==> src/rtl/mem_arbiter.sv <==
// Two-port round-robin arbiter in front of a single-ported SRAM.
// A CPU port and a loader port share the memory. Each grant makes one
// IDLE -> ACCESS -> RESP pass. Any ACCESS that waits too long for
// i_mem_ready is aborted and reported through o_err.
module mem_arbiter #(
  parameter int TIMEOUT = 16
) (
  input  logic        clk,
  input  logic        reset_n,
  input  logic        i_cpu_req,
  input  logic        i_cpu_we,
  input  logic [11:0] i_cpu_addr,
  input  logic [15:0] i_cpu_wdata,
  output logic        o_cpu_ack,
  output logic [15:0] o_cpu_rdata,
  input  logic        i_ld_req,
  input  logic        i_ld_we,
  input  logic [11:0] i_ld_addr,
  input  logic [15:0] i_ld_wdata,
  output logic        o_ld_ack,
  output logic [15:0] o_ld_rdata,
  output logic        o_err,
  output logic        o_mem_cs,
  output logic        o_mem_we,
  output logic [11:0] o_mem_addr,
  output logic [15:0] o_mem_wdata,
  input  logic [15:0] i_mem_rdata,
  input  logic        i_mem_ready,
  output logic        o_busy
);

  typedef enum logic [1:0] {IDLE, ACCESS, RESP} state_t;

  localparam logic [7:0] CNT_MAX = 8'(TIMEOUT - 1);

  state_t      state_q, state_d;
  logic        win_q, win_d;        // 1 = loader owns the current transaction
  logic        last_q, last_d;      // 1 = loader was granted last
  logic        we_q, we_d;
  logic [11:0] addr_q, addr_d;
  logic [15:0] wdata_q, wdata_d;
  logic [7:0]  cnt_q, cnt_d;
  logic        err_q, err_d;
  logic [15:0] cpu_rdata_q, cpu_rdata_d;
  logic [15:0] ld_rdata_q, ld_rdata_d;
  logic        pick_ld;

  // Round-robin choice: a lone requester wins; on a tie, the port not granted last wins.
  always_comb begin
    pick_ld = i_ld_req;
    if (i_cpu_req && i_ld_req) pick_ld = ~last_q;
  end

  // Next-state logic and transaction bookkeeping.
  always_comb begin
    state_d     = state_q;
    win_d       = win_q;
    last_d      = last_q;
    we_d        = we_q;
    addr_d      = addr_q;
    wdata_d     = wdata_q;
    cnt_d       = cnt_q;
    err_d       = err_q;
    cpu_rdata_d = cpu_rdata_q;
    ld_rdata_d  = ld_rdata_q;
    case (state_q)
      IDLE: begin
        if (i_cpu_req || i_ld_req) begin
          win_d   = pick_ld;
          we_d    = pick_ld ? i_ld_we    : i_cpu_we;
          addr_d  = pick_ld ? i_ld_addr  : i_cpu_addr;
          wdata_d = pick_ld ? i_ld_wdata : i_cpu_wdata;
          cnt_d   = '0;
          err_d   = 1'b0;
          state_d = ACCESS;
        end
      end
      ACCESS: begin
        if (i_mem_ready) begin
          if (!we_q) begin
            if (win_q) ld_rdata_d  = i_mem_rdata;
            else       cpu_rdata_d = i_mem_rdata;
          end
          state_d = RESP;
        end else if (cnt_q == CNT_MAX) begin
          // Give up: ack with error and leave read data untouched.
          err_d   = 1'b1;
          state_d = RESP;
        end else begin
          cnt_d = cnt_q + 8'd1;
        end
      end
      RESP: begin
        last_d  = win_q;
        state_d = IDLE;
      end
      default: state_d = IDLE;
    endcase
  end

  // State and datapath registers; reset leaves the CPU winning the first tie.
  always_ff @(posedge clk or negedge reset_n) begin
    if (!reset_n) begin
      state_q     <= IDLE;
      win_q       <= 1'b0;
      last_q      <= 1'b1;
      we_q        <= 1'b0;
      addr_q      <= '0;
      wdata_q     <= '0;
      cnt_q       <= '0;
      err_q       <= 1'b0;
      cpu_rdata_q <= '0;
      ld_rdata_q  <= '0;
    end else begin
      state_q     <= state_d;
      win_q       <= win_d;
      last_q      <= last_d;
      we_q        <= we_d;
      addr_q      <= addr_d;
      wdata_q     <= wdata_d;
      cnt_q       <= cnt_d;
      err_q       <= err_d;
      cpu_rdata_q <= cpu_rdata_d;
      ld_rdata_q  <= ld_rdata_d;
    end
  end

  // Outputs decode straight from registered state, so reset drops them at once.
  assign o_busy      = (state_q != IDLE);
  assign o_mem_cs    = (state_q == ACCESS);
  assign o_mem_we    = (state_q == ACCESS) && we_q;
  assign o_mem_addr  = addr_q;
  assign o_mem_wdata = wdata_q;
  assign o_cpu_ack   = (state_q == RESP) && !win_q;
  assign o_ld_ack    = (state_q == RESP) &&  win_q;
  assign o_err       = (state_q == RESP) &&  err_q;
  assign o_cpu_rdata = cpu_rdata_q;
  assign o_ld_rdata  = ld_rdata_q;

endmodule

==> config.mk <==
export PLATFORM = sky130hd
export DESIGN_NAME = mem_arbiter
export DESIGN_NICKNAME = d
export VERILOG_FILES = /design/src/rtl/mem_arbiter.sv
export SDC_FILE = /design/constraint.sdc
export NUM_CORES = 1
export LEC_CHECK = 0
export CAP_MARGIN = 5
export CORE_ASPECT_RATIO = 0.75
export CORE_MARGIN = 2
export CORE_UTILIZATION = 39
export CTS_BUF_LIST = sky130_fd_sc_hd__clkbuf_2
export DETAILED_ROUTE_END_ITERATION = 10
export HOLD_SLACK_MARGIN = 0.1
export PLACE_DENSITY = 0.89
export SYNTH_ARGS = -nofsm -noshare
export SYNTH_HDL_FRONTEND = slang
export SYNTH_SLANG_ARGS = --single-unit
==> constraint.sdc <==
create_clock -name clk -period 1.8 [get_ports clk]
set_input_delay 0.18 -clock clk [delete_from_list [all_inputs] [get_ports clk]]
set_output_delay 0.18 -clock clk [all_outputs]
set_load 0.02 [all_outputs]
==> results.json <==
{
  "status": "completed",
  "synth_ff_type": "dfrtp_1",
  "rows": 28,
  "nNetsFinal": 501,
  "fmax_mhz": 579.8,
  "io_pins": 145,
  "grt_pass1_vias": 2820,
  "whs_path_depth": 3,
  "clockRootBuffer": "clkbuf_2",
  "clk_pin_slew_ns": 0.19,
  "grt_usage_pct": 18.87,
  "relSlewSlack_pct": 74.25,
  "die_y_um": 83.20,
  "die_w_um": 109.6,
  "hold_path_end": "o_mem_wdata[14]",
  "period_minus_slack_ns": 1.725,
  "hold_path.class": "in -> reg",
  "worstSkewPairLatency_ns": 0.48,
  "yosysUniqueCellTypes": 39,
  "fin_setup_tns_ns": 0,
  "drv_cap": 0,
  "gr-total-overflow": 0,
  "synth_area_leaders": "dfrtp_1, mux2_2, mux2i_1",
  "core_area_sq_um": 7988,
  "yosys.area.top_type_share_pct": 56.00,
  "p_int_mw": 4.881,
  "timing.rr.end": "o_cpu_rdata[12]",
  "fin_cells": 529,
  "cp-start-kind": "flip-flop",
  "tightest_slew_ns": 0.3863,
  "area_delta_synth_final_pct": 55.39,
  "wirelength_um": 8148,
  "synth-seq-area-share_pct": 56.81,
  "swShare_pct": 38.96,
  "grt_max_degree": 53,
  "p_leak_nw": 2.276,
  "vias": 2605,
  "hold_viol_final": 0,
  "cts_tree": "done",
  "r2r-start": "state_q[1]",
  "synth-edff-count": 0,
  "worst-r2r-setup-slack_ns": 0.08,
  "drive_gt1_share_pct": 19.58,
  "critical_path_class": "reg -> reg",
  "end_kind": "flip-flop",
  "async_flop_share_pct": 100.0,
  "cts_num_sinks": 74,
  "syn_avg_cell_area_sq_um": 12.45,
  "crit_fanout": 16,
  "drt-pass1-iter-count": 4,
  "fill_cells": 661,
  "powerDensity_nw_per_um2": 1577,
  "place_hpwl_um": 6074,
  "place.port_buffers": 144,
  "drtIter0Drc": 66,
  "yosysTopAreaCell": "dfrtp_1",
  "power.net_switching_mw": 3.115,
  "cp.arrival_ns": 2.09,
  "worstPathRequired_ns": 2.17,
  "finalCritPeriodShare_pct": 95.82,
  "drtAntennaViolNets": 0,
  "grt_pass1_wl_um": 13460,
  "slew_violations": 0,
  "clock_path_buffers": 2,
  "rsz0062_at_grt": "no",
  "power_mw": 7.995,
  "netlist_area_sq_um": 3262,
  "pwr-share-clk_pct": 10.5,
  "synthCells": 262,
  "ys_warn_count": 0,
  "setup_viol": 0,
  "start_util_pct": 40.84,
  "fin_hold_ws_ns": 0.2995,
  "antenna_found_initial": 0,
  "fin_skew_ns": 0.01918,
  "die_area_sq_um": 9119,
  "syn_nets": 342,
  "pwr-share-comb_pct": 53.6,
  "drc": 0,
  "ys_ff_latch": 74,
  "gp_congestion": 0.9158,
  "numCtsBuffers": 9,
  "worstHoldStart": "i_cpu_wdata[14]",
  "ir_drop_v": 0.0007461,
  "dp.cells": 508,
  "p_seq_share_pct": 35.9,
  "wl_per_cell_um": 15.40,
  "vias_per_cell": 4.924,
  "rr_worst_depth": 5,
  "htreeDepth": 3,
  "n_antenna_cell": 0
}
==> worst max-delay path, stage by stage (launching register included) <==
cell and delay, ns:
dfrtp_1 0.45, nand2b_4 0.18, buf_4 0.15, nor4b_4 0.27, buf_12 0.20, mux2_2 0.35
==> synthesized netlist by cell type (2+ instances only) <==
| cell | number |
|---|---|
| dfrtp_1 | 73 |
| a31oi_1 | 2 |
| mux2_2 | 34 |
| or2_2 | 2 |
| nand2_1 | 5 |
| nor2_1 | 35 |
| mux2i_1 | 30 |
| a21oi_1 | 29 |
| nand3_1 | 4 |
| buf_2 | 9 |
| o22ai_1 | 2 |
| o21ai_0 | 3 |
| nor2b_1 | 2 |
| buf_6 | 3 |
| and2_1 | 3 |
| a22o_1 | 3 |
==> worst max-delay path by stage <==
stage / from / end / slack (ns) / cells after the start
after floorplan: state_q[1] / o_cpu_rdata[0] / 0.12 / 5
after CTS: state_q[1] / o_ld_ack / 0.001 / 3
final: state_q[1] / o_cpu_rdata[12] / 0.08 / 5
after global placement: i_mem_ready / cnt_q[7] / 0.1 / 7
after detailed placement: i_ld_req / we_q / 0.03 / 5
after global routing: o_ld_rdata[0] / o_ld_rdata[0] / 0.0003 / 1
==> logic make-up (layout without fill, tap and decap cells) <==
family / count (synthesis) / in the layout / share of synthesized area [%]
compound gates: 48 / 48 / 8.899
fa+ha+maj: 1 / 1 / 0.3835
buf+inv: 13 / 175 / 2.531
flops: 74 / 74 / 56.81
mux: 64 / 64 / 20.94
simple gates: 62 / 62 / 10.43
==> per-stage QoR <==
stage / setup slack (ns) / util (%) / instance area, sq um
2_1_floorplan: 0.1199 / - / 3262
3_3_place_gp: 0.09654 / 61.18 / 4887
3_5_place_dp: 0.02839 / 61.18 / 4887
4_1_cts: 0.001123 / 62.63 / 5002
5_1_grt: 0.0002852 / 63.46 / 5069
6_report: 0.07519 / 63.46 / 5069
==> layout make-up <==
cell class,instances,area (sq um),area share [%]
sequential,74,1853,36.56
inverter,1,6.256,0.1234
clock inverter,5,47.55,0.9380
clock buffer,9,45.04,0.8887
multi-input combinational,175,1345,26.54
timing repair buffer,160,1640,32.36
tap,105,131.4,2.592
==> layer usage <==
metal	global-route usage [%]	up-vias	share of wire, %
met1	22.68	1259	40
met4	4.143	0	0.86
met2	32.04	86	51
met3	7.064	5	7.7
li1	-	1255	-
met5	0	-	0
==> registers in the layout, summed over array words and instances, names as in the netlist <==
register and count:
last_q 1, err_q 1, state_q 2, win_q 1, cnt_q 8, o_cpu_rdata 16
we_q 1, o_mem_wdata 16, o_mem_addr 12, o_ld_rdata 16
==> cell usage in the layout (no fill, tap or decap), drive strengths merged, types with 2 or more instances in the layout <==
| master | synthesis | layout |
|---|---|---|
| nor2 | 36 | 36 |
| nand2 | 6 | 6 |
| nor2b | 2 | 2 |
| clkbuf | 0 | 9 |
| a21oi | 29 | 29 |
| a22o | 3 | 3 |
| dlymetal6s2s | 0 | 11 |
| mux2 | 34 | 34 |
| mux2i | 30 | 30 |
| a31oi | 2 | 2 |
| clkdlybuf4s50 | 0 | 126 |
| nand3 | 4 | 4 |
| and2 | 3 | 3 |
| dfrtp | 73 | 73 |
| or2 | 2 | 2 |
| a21boi | 2 | 2 |
| dlygate4sd3 | 0 | 2 |
| buf | 12 | 20 |
| o22ai | 2 | 2 |
| o21ai | 5 | 5 |
| clkinv | 0 | 4 |
==> what timing repair did <==
action / in CTS / in global routing
setup buffers: 2 / 3
hold buffers: 1 / 1
setup endpoints to repair: 6 / 17
endpoints found under the hold margin: 73 / 19
gates resized for setup: 21 / 22
==> power by group through the flow <==
stage | logic, mW | clock network [mW] | registers [mW]
floorplan | 1.43 | 0 | 3.67
global placement | 4.16 | 0 | 2.88
detailed placement | 4.25 | 0 | 2.92
CTS | 4.29 | 0.873 | 2.88
global route | 4.58 | 0.961 | 2.98
finish | 4.28 | 0.838 | 2.87
Note: power is estimated with default switching activity, not from simulation.
